File: src/rtl/fir_arbiter.sv
// Packet-level round-robin arbiter sharing one FIR datapath between NUM_REQ
// AXI-stream requesters. Each grant is recorded in an in-order route FIFO so
// that every FIR output packet is steered back to the requester that sent the
// matching input packet.
module fir_arbiter #(
  parameter int unsigned NUM_REQ     = 2,
  parameter int unsigned DATA_WIDTH  = 16,
  parameter int unsigned ROUTE_DEPTH = 4
) (
  input  logic                            S_AXIS_ACLK,
  input  logic                            S_AXIS_ARESET,
  input  logic [NUM_REQ*DATA_WIDTH-1:0]   S_AXIS_TDATA,
  input  logic [NUM_REQ-1:0]              S_AXIS_TVALID,
  input  logic [NUM_REQ-1:0]              S_AXIS_TLAST,
  output logic [NUM_REQ-1:0]              S_AXIS_TREADY,
  output logic [DATA_WIDTH-1:0]           M_AXIS_TDATA,
  output logic                            M_AXIS_TVALID,
  output logic                            M_AXIS_TLAST,
  input  logic                            M_AXIS_TREADY,
  input  logic [DATA_WIDTH-1:0]           FIR_RDATA,
  input  logic                            FIR_RVALID,
  input  logic                            FIR_RLAST,
  output logic                            FIR_RREADY,
  output logic [NUM_REQ*DATA_WIDTH-1:0]   S_AXIS_RDATA,
  output logic [NUM_REQ-1:0]              S_AXIS_RVALID,
  output logic [NUM_REQ-1:0]              S_AXIS_RLAST,
  input  logic [NUM_REQ-1:0]              S_AXIS_RREADY,
  output logic [$clog2(NUM_REQ)-1:0]      GRANT,
  output logic                            BUSY,
  output logic [$clog2(ROUTE_DEPTH):0]    ROUTE_COUNT
);

  localparam int unsigned GrantW = $clog2(NUM_REQ);
  localparam int unsigned PtrW   = $clog2(ROUTE_DEPTH);
  localparam int unsigned CntW   = PtrW + 1;
  localparam logic [CntW-1:0] FullCount = CntW'(ROUTE_DEPTH);

  typedef enum logic [0:0] {StIdle, StBusy} state_e;

  state_e              state_q, state_d;
  logic [GrantW-1:0]   grant_q, grant_d;
  logic [GrantW-1:0]   last_grant_q, last_grant_d;
  logic [GrantW-1:0]   route_mem_q [ROUTE_DEPTH];
  logic [PtrW-1:0]     wr_ptr_q, rd_ptr_q;
  logic [CntW-1:0]     cnt_q;

  logic [GrantW-1:0]   up_sel, low_sel, arb_sel;
  logic                up_found, arb_found;
  logic                push, pop, in_last, route_empty;
  logic [GrantW-1:0]   head;

  // Round-robin pick: lowest valid index above last_grant, else lowest valid overall.
  always_comb begin
    up_sel   = '0;
    low_sel  = '0;
    up_found = 1'b0;
    for (int i = int'(NUM_REQ) - 1; i >= 0; i--) begin
      if (S_AXIS_TVALID[i]) begin
        low_sel = GrantW'(i);
        if (GrantW'(i) > last_grant_q) begin
          up_sel   = GrantW'(i);
          up_found = 1'b1;
        end
      end
    end
    arb_sel   = up_found ? up_sel : low_sel;
    arb_found = |S_AXIS_TVALID;
  end

  // Forward the granted requester to the FIR input while a packet is in progress.
  always_comb begin
    M_AXIS_TDATA  = '0;
    M_AXIS_TVALID = 1'b0;
    M_AXIS_TLAST  = 1'b0;
    S_AXIS_TREADY = '0;
    if (state_q == StBusy) begin
      for (int i = 0; i < int'(NUM_REQ); i++) begin
        if (grant_q == GrantW'(i)) begin
          M_AXIS_TDATA     = S_AXIS_TDATA[i*DATA_WIDTH +: DATA_WIDTH];
          M_AXIS_TVALID    = S_AXIS_TVALID[i];
          M_AXIS_TLAST     = S_AXIS_TLAST[i];
          S_AXIS_TREADY[i] = M_AXIS_TREADY;
        end
      end
    end
  end

  assign in_last = (state_q == StBusy) & M_AXIS_TVALID & M_AXIS_TREADY & M_AXIS_TLAST;
  assign push    = (state_q == StIdle) & arb_found & (cnt_q < FullCount);

  // Arbitration FSM next state.
  always_comb begin
    state_d      = state_q;
    grant_d      = grant_q;
    last_grant_d = last_grant_q;
    unique case (state_q)
      StIdle: begin
        if (push) begin
          grant_d = arb_sel;
          state_d = StBusy;
        end
      end
      StBusy: begin
        if (in_last) begin
          last_grant_d = grant_q;
          state_d      = StIdle;
        end
      end
      default: state_d = StIdle;
    endcase
  end

  assign route_empty = (cnt_q == '0);
  assign head        = route_mem_q[rd_ptr_q];

  // Steer the FIR output to the requester at the head of the route FIFO.
  always_comb begin
    S_AXIS_RVALID = '0;
    S_AXIS_RLAST  = '0;
    FIR_RREADY    = 1'b0;
    if (!route_empty) begin
      for (int i = 0; i < int'(NUM_REQ); i++) begin
        if (head == GrantW'(i)) begin
          S_AXIS_RVALID[i] = FIR_RVALID;
          S_AXIS_RLAST[i]  = FIR_RLAST;
          FIR_RREADY       = S_AXIS_RREADY[i];
        end
      end
    end
  end

  assign pop          = FIR_RVALID & FIR_RREADY & FIR_RLAST;
  assign S_AXIS_RDATA = {NUM_REQ{FIR_RDATA}};

  // State, grant and route FIFO pointers; reset abandons any packet in flight.
  always_ff @(posedge S_AXIS_ACLK) begin
    if (S_AXIS_ARESET) begin
      state_q      <= StIdle;
      grant_q      <= '0;
      last_grant_q <= GrantW'(NUM_REQ - 1);
      wr_ptr_q     <= '0;
      rd_ptr_q     <= '0;
      cnt_q        <= '0;
    end else begin
      state_q      <= state_d;
      grant_q      <= grant_d;
      last_grant_q <= last_grant_d;
      if (push) wr_ptr_q <= wr_ptr_q + PtrW'(1);
      if (pop)  rd_ptr_q <= rd_ptr_q + PtrW'(1);
      unique case ({push, pop})
        2'b10:   cnt_q <= cnt_q + CntW'(1);
        2'b01:   cnt_q <= cnt_q - CntW'(1);
        default: cnt_q <= cnt_q;
      endcase
    end
  end

  // Route storage; entries are only read while the occupancy count covers them.
  always_ff @(posedge S_AXIS_ACLK) begin
    if (push) route_mem_q[wr_ptr_q] <= arb_sel;
  end

  assign GRANT       = grant_q;
  assign BUSY        = (state_q == StBusy);
  assign ROUTE_COUNT = cnt_q;

endmodule
File: config.mk
export PLATFORM = sky130hd
export DESIGN_NAME = fir_arbiter
export DESIGN_NICKNAME = d
export VERILOG_FILES = /design/src/rtl/fir_arbiter.sv
export SDC_FILE = /design/constraint.sdc
export NUM_CORES = 1
export LEC_CHECK = 0
export ABC_AREA = 0
export CORE_MARGIN = 1.5
export CORE_UTILIZATION = 28
export CTS_CLUSTER_DIAMETER = 40
export DETAILED_ROUTE_END_ITERATION = 8
export PLACE_DENSITY = 0.81
export SYNTH_ARGS = -nofsm -noshare
export SYNTH_HDL_FRONTEND = slang
export SYNTH_SLANG_ARGS = --single-unit
File: constraint.sdc
create_clock -name S_AXIS_ACLK -period 2.65 [get_ports S_AXIS_ACLK]
set_clock_uncertainty 0.05 [all_clocks]
set_input_delay 0.53 -clock S_AXIS_ACLK [delete_from_list [all_inputs] [get_ports S_AXIS_ACLK]]
set_output_delay 0.53 -clock S_AXIS_ACLK [all_outputs]
set_load 0.01 [all_outputs]
==> results.json <==
{
  "worstPathRequired_ps": 2780,
  "final_util_pct": 42.83,
  "r2r_cells": 9,
  "final_cell_mix": "clkdlybuf4s50_1 (71), nor2b_1 (20), mux2i_1 (18)",
  "seqCellArea_um2": 360.3,
  "critical_path.top_delay_family": "multiplexers",
  "wl_um": 2940,
  "period_needed_ps": 2601,
  "min_path_type": "reg -> reg",
  "swShare_pct": 30.74,
  "yosysWarnings": 0,
  "yosys.area_share.simple_pct": 21.18,
  "slew_headroom_pct": 63.89,
  "start_util_pct": 28.96,
  "ios": 121,
  "clk_latency_ps": 250,
  "ys_ff_latch": 16,
  "vias_per_cell": 4.376,
  "postCtsHoldBufs": 0,
  "hold_depth": 1,
  "grt_max_degree": 23,
  "place_congestion": 0.7957,
  "dp_slack_ps": -67.26,
  "powerDensity_mw_per_mm2": 462.7,
  "start_kind": "flop",
  "first_pass_iters": 2,
  "fmax_ghz": 0.3845,
  "outcome": "completed",
  "dieArea_mm2": 0.005279,
  "core_mm2": 0.004692,
  "cts_tree": "yes",
  "met3_usage_pct": 1.657,
  "wl_per_cell_um": 11.53,
  "cts_buffer_depth": 2,
  "intPower_uw": 643.9,
  "grtUsageTotal_pct": 11.25,
  "layout_setup_ws_ps": 49.15,
  "drt_first_iter_violations": 16,
  "n_antenna_cell": 0,
  "num_vias": 1116,
  "netlist_area_mm2": 0.001359,
  "synth_top_family_by_area": "buffers and inverters",
  "grt_pass1_vias": 1053,
  "pwr-share-clk_pct": 20.4,
  "syn_area_per_cell_um2": 8.939,
  "cp_cell_sequence": "mux4_2 > mux2i_4 > nor3b_4 > ha_2 > inv_2 > fa_2 > xor2_1 > or3_1 > a21oi_1",
  "slowest_delay_ps": 550,
  "ctsHtreeMaxLevel": 1,
  "multiInputGateArea_um2": 715.7,
  "critPathBufInv": 1,
  "syn_to_final_growth_pct": 47.88,
  "final_antenna_net_count": 0,
  "grt_util_met1_pct": 13.86,
  "core.rowCount": 25,
  "yosys.area_share.xor_xnor_pct": 1.934,
  "synth_compound_area_share_pct": 4.880,
  "use_met2_pct": 18.96,
  "finalHoldViolCount": 0,
  "final_layout_size_suffix_gt1_share_pct": 10.45,
  "setup_viol": 0,
  "worstSetupPathType": "reg -> reg",
  "r2r_slack_ps": 50,
  "critPathSlowestCell": "mux4_2",
  "antenna_found_initial": 0,
  "pwr-share-seq_pct": 32.6,
  "fin_crit_sh_pct": 98.15,
  "io_buffers": 72,
  "layout_commonest_cell": "clkdlybuf4s50_1",
  "rsz0062_at_grt": "yes",
  "synthMuxAreaShare_pct": 18.23,
  "fill_cells": 455,
  "yosysSeqAreaShare_pct": 26.52,
  "hold_start": "last_grant_q",
  "switching_power_uw": 285.8,
  "numCtsBuffers": 3,
  "tightest_slew_ps": 536.8,
  "drc_errors": 0,
  "grt_overflow_total": 0,
  "grt_busiest_layer": "met2",
  "die_height_um": 72.66,
  "cts.sinks": 16,
  "maxCapViolations": 0,
  "min_to": "last_grant_q",
  "end_kind": "flop",
  "synth.distinct_cells": 29,
  "dpl.hpwl_um": 2348,
  "synthAdderAreaFrac_pct": 6.077,
  "die_w_um": 72.66,
  "netlist_instances": 152,
  "comb_power_share_pct": 47.0,
  "maxSlewViolCount": 0,
  "p_leak_nw": 0.7505,
  "clockRootBuffer": "clkbuf_8",
  "synthesis.nets": 217,
  "vdd_drop_max_uv": 166.8,
  "cp.arrival_ps": 2730,
  "worstReg2RegEnd": "ROUTE_COUNT[2]",
  "grt_pass1_wl_um": 4698,
  "path_max_fanout": 2,
  "nets": 267,
  "clk_pin_slew_ps": 60
}
[power groups by stage]
stage | clock, mW | combinational, mW | sequential [mW]
2_1_floorplan | 0 | 0.260 | 0.312
3_3_place_gp | 0 | 0.430 | 0.308
3_5_place_dp | 0 | 0.437 | 0.308
4_1_cts | 0.192 | 0.441 | 0.304
5_1_grt | 0.204 | 0.482 | 0.309
6_report | 0.190 | 0.437 | 0.303
[Yosys cell counts (all sizes together)]
| cell | n | share of area (%) |
|---|---|---|
| nand2 | 5 | 1.4 |
| edfxtp | 4 | 8.8 |
| and2 | 4 | 1.8 |
| and3 | 2 | 1.1 |
| or3 | 3 | 1.4 |
| nor2b | 20 | 9.2 |
| inv | 7 | 1.9 |
| mux2i | 19 | 15 |
| nor2 | 13 | 3.6 |
| nand4bb | 1 | 0.83 |
| mux4 | 1 | 1.7 |
| o21ai | 2 | 0.74 |
| o21a | 1 | 0.55 |
| buf | 34 | 18 |
| a21oi | 5 | 1.8 |
| nand4 | 1 | 0.46 |
| mux2 | 2 | 1.7 |
| dfxtp | 12 | 18 |
| xor2 | 2 | 1.3 |
| a22oi | 1 | 0.55 |
| a211o | 1 | 0.64 |
| fa | 1 | 1.5 |
| ha | 5 | 4.6 |
| xnor2 | 1 | 0.64 |
| a21boi | 1 | 0.55 |
| nor3b | 1 | 1.4 |
| clkbuf | 3 | 0.83 |
[per-stage QoR]
step | TNS [ps] | instances | hold WS [ps] | power, mW | cell area, um2
after global placement | -4.952 | 249 | 393.8 | 0.7374 | 1946
after floorplan | 0 | 152 | 380.2 | 0.5717 | 1359
final | 0 | 255 | 434.6 | 0.9297 | 2009
after CTS | 0 | 255 | 439.1 | 0.9368 | 2009
after global routing | -56.44 | 255 | 462.5 | 0.9945 | 2009
after detailed placement | -67.26 | 249 | 424.3 | 0.7456 | 1946
[layer usage]
metal,up-vias,share of wire [%]
met3,3,4.4
met2,31,53
met4,0,1.1
met5,-,0
met1,515,41
li1,567,-
[worst max-delay path by stage]
stage	slack (ps)	start	cells after the start	to
after floorplan	10	flop	9	ROUTE_COUNT[2]
after global placement	-5	S_AXIS_RREADY[1]	9	ROUTE_COUNT[2]
after detailed placement	-70	S_AXIS_RREADY[1]	9	ROUTE_COUNT[2]
after CTS	20	route_mem_q[1]	9	ROUTE_COUNT[2]
after global routing	-60	route_mem_q[1]	9	ROUTE_COUNT[2]
final	50	flop	9	ROUTE_COUNT[2]
[repair_timing]
item / in CTS / in global routing
setup endpoints to repair: 2 / 1
pin swaps: 2 / 1
setup buffers: 2 / 0
gates resized for setup: 3 / 1
[cells by family after synthesis]
group	count (synthesis)
compound gates	11
buf+inv	44
mux	22
flops	16
xor+xnor	3
fa+ha+maj	6
simple gates	50
[area by class of cell]
cell class	instances	share of cell area, %
repair buffers	82	39.54
flip-flops and latches	16	17.93
inverters	7	1.308
clock buffers	4	2.242
multi-input cells	92	35.62
well taps	54	3.362
Power figures use the tool's default switching activity.
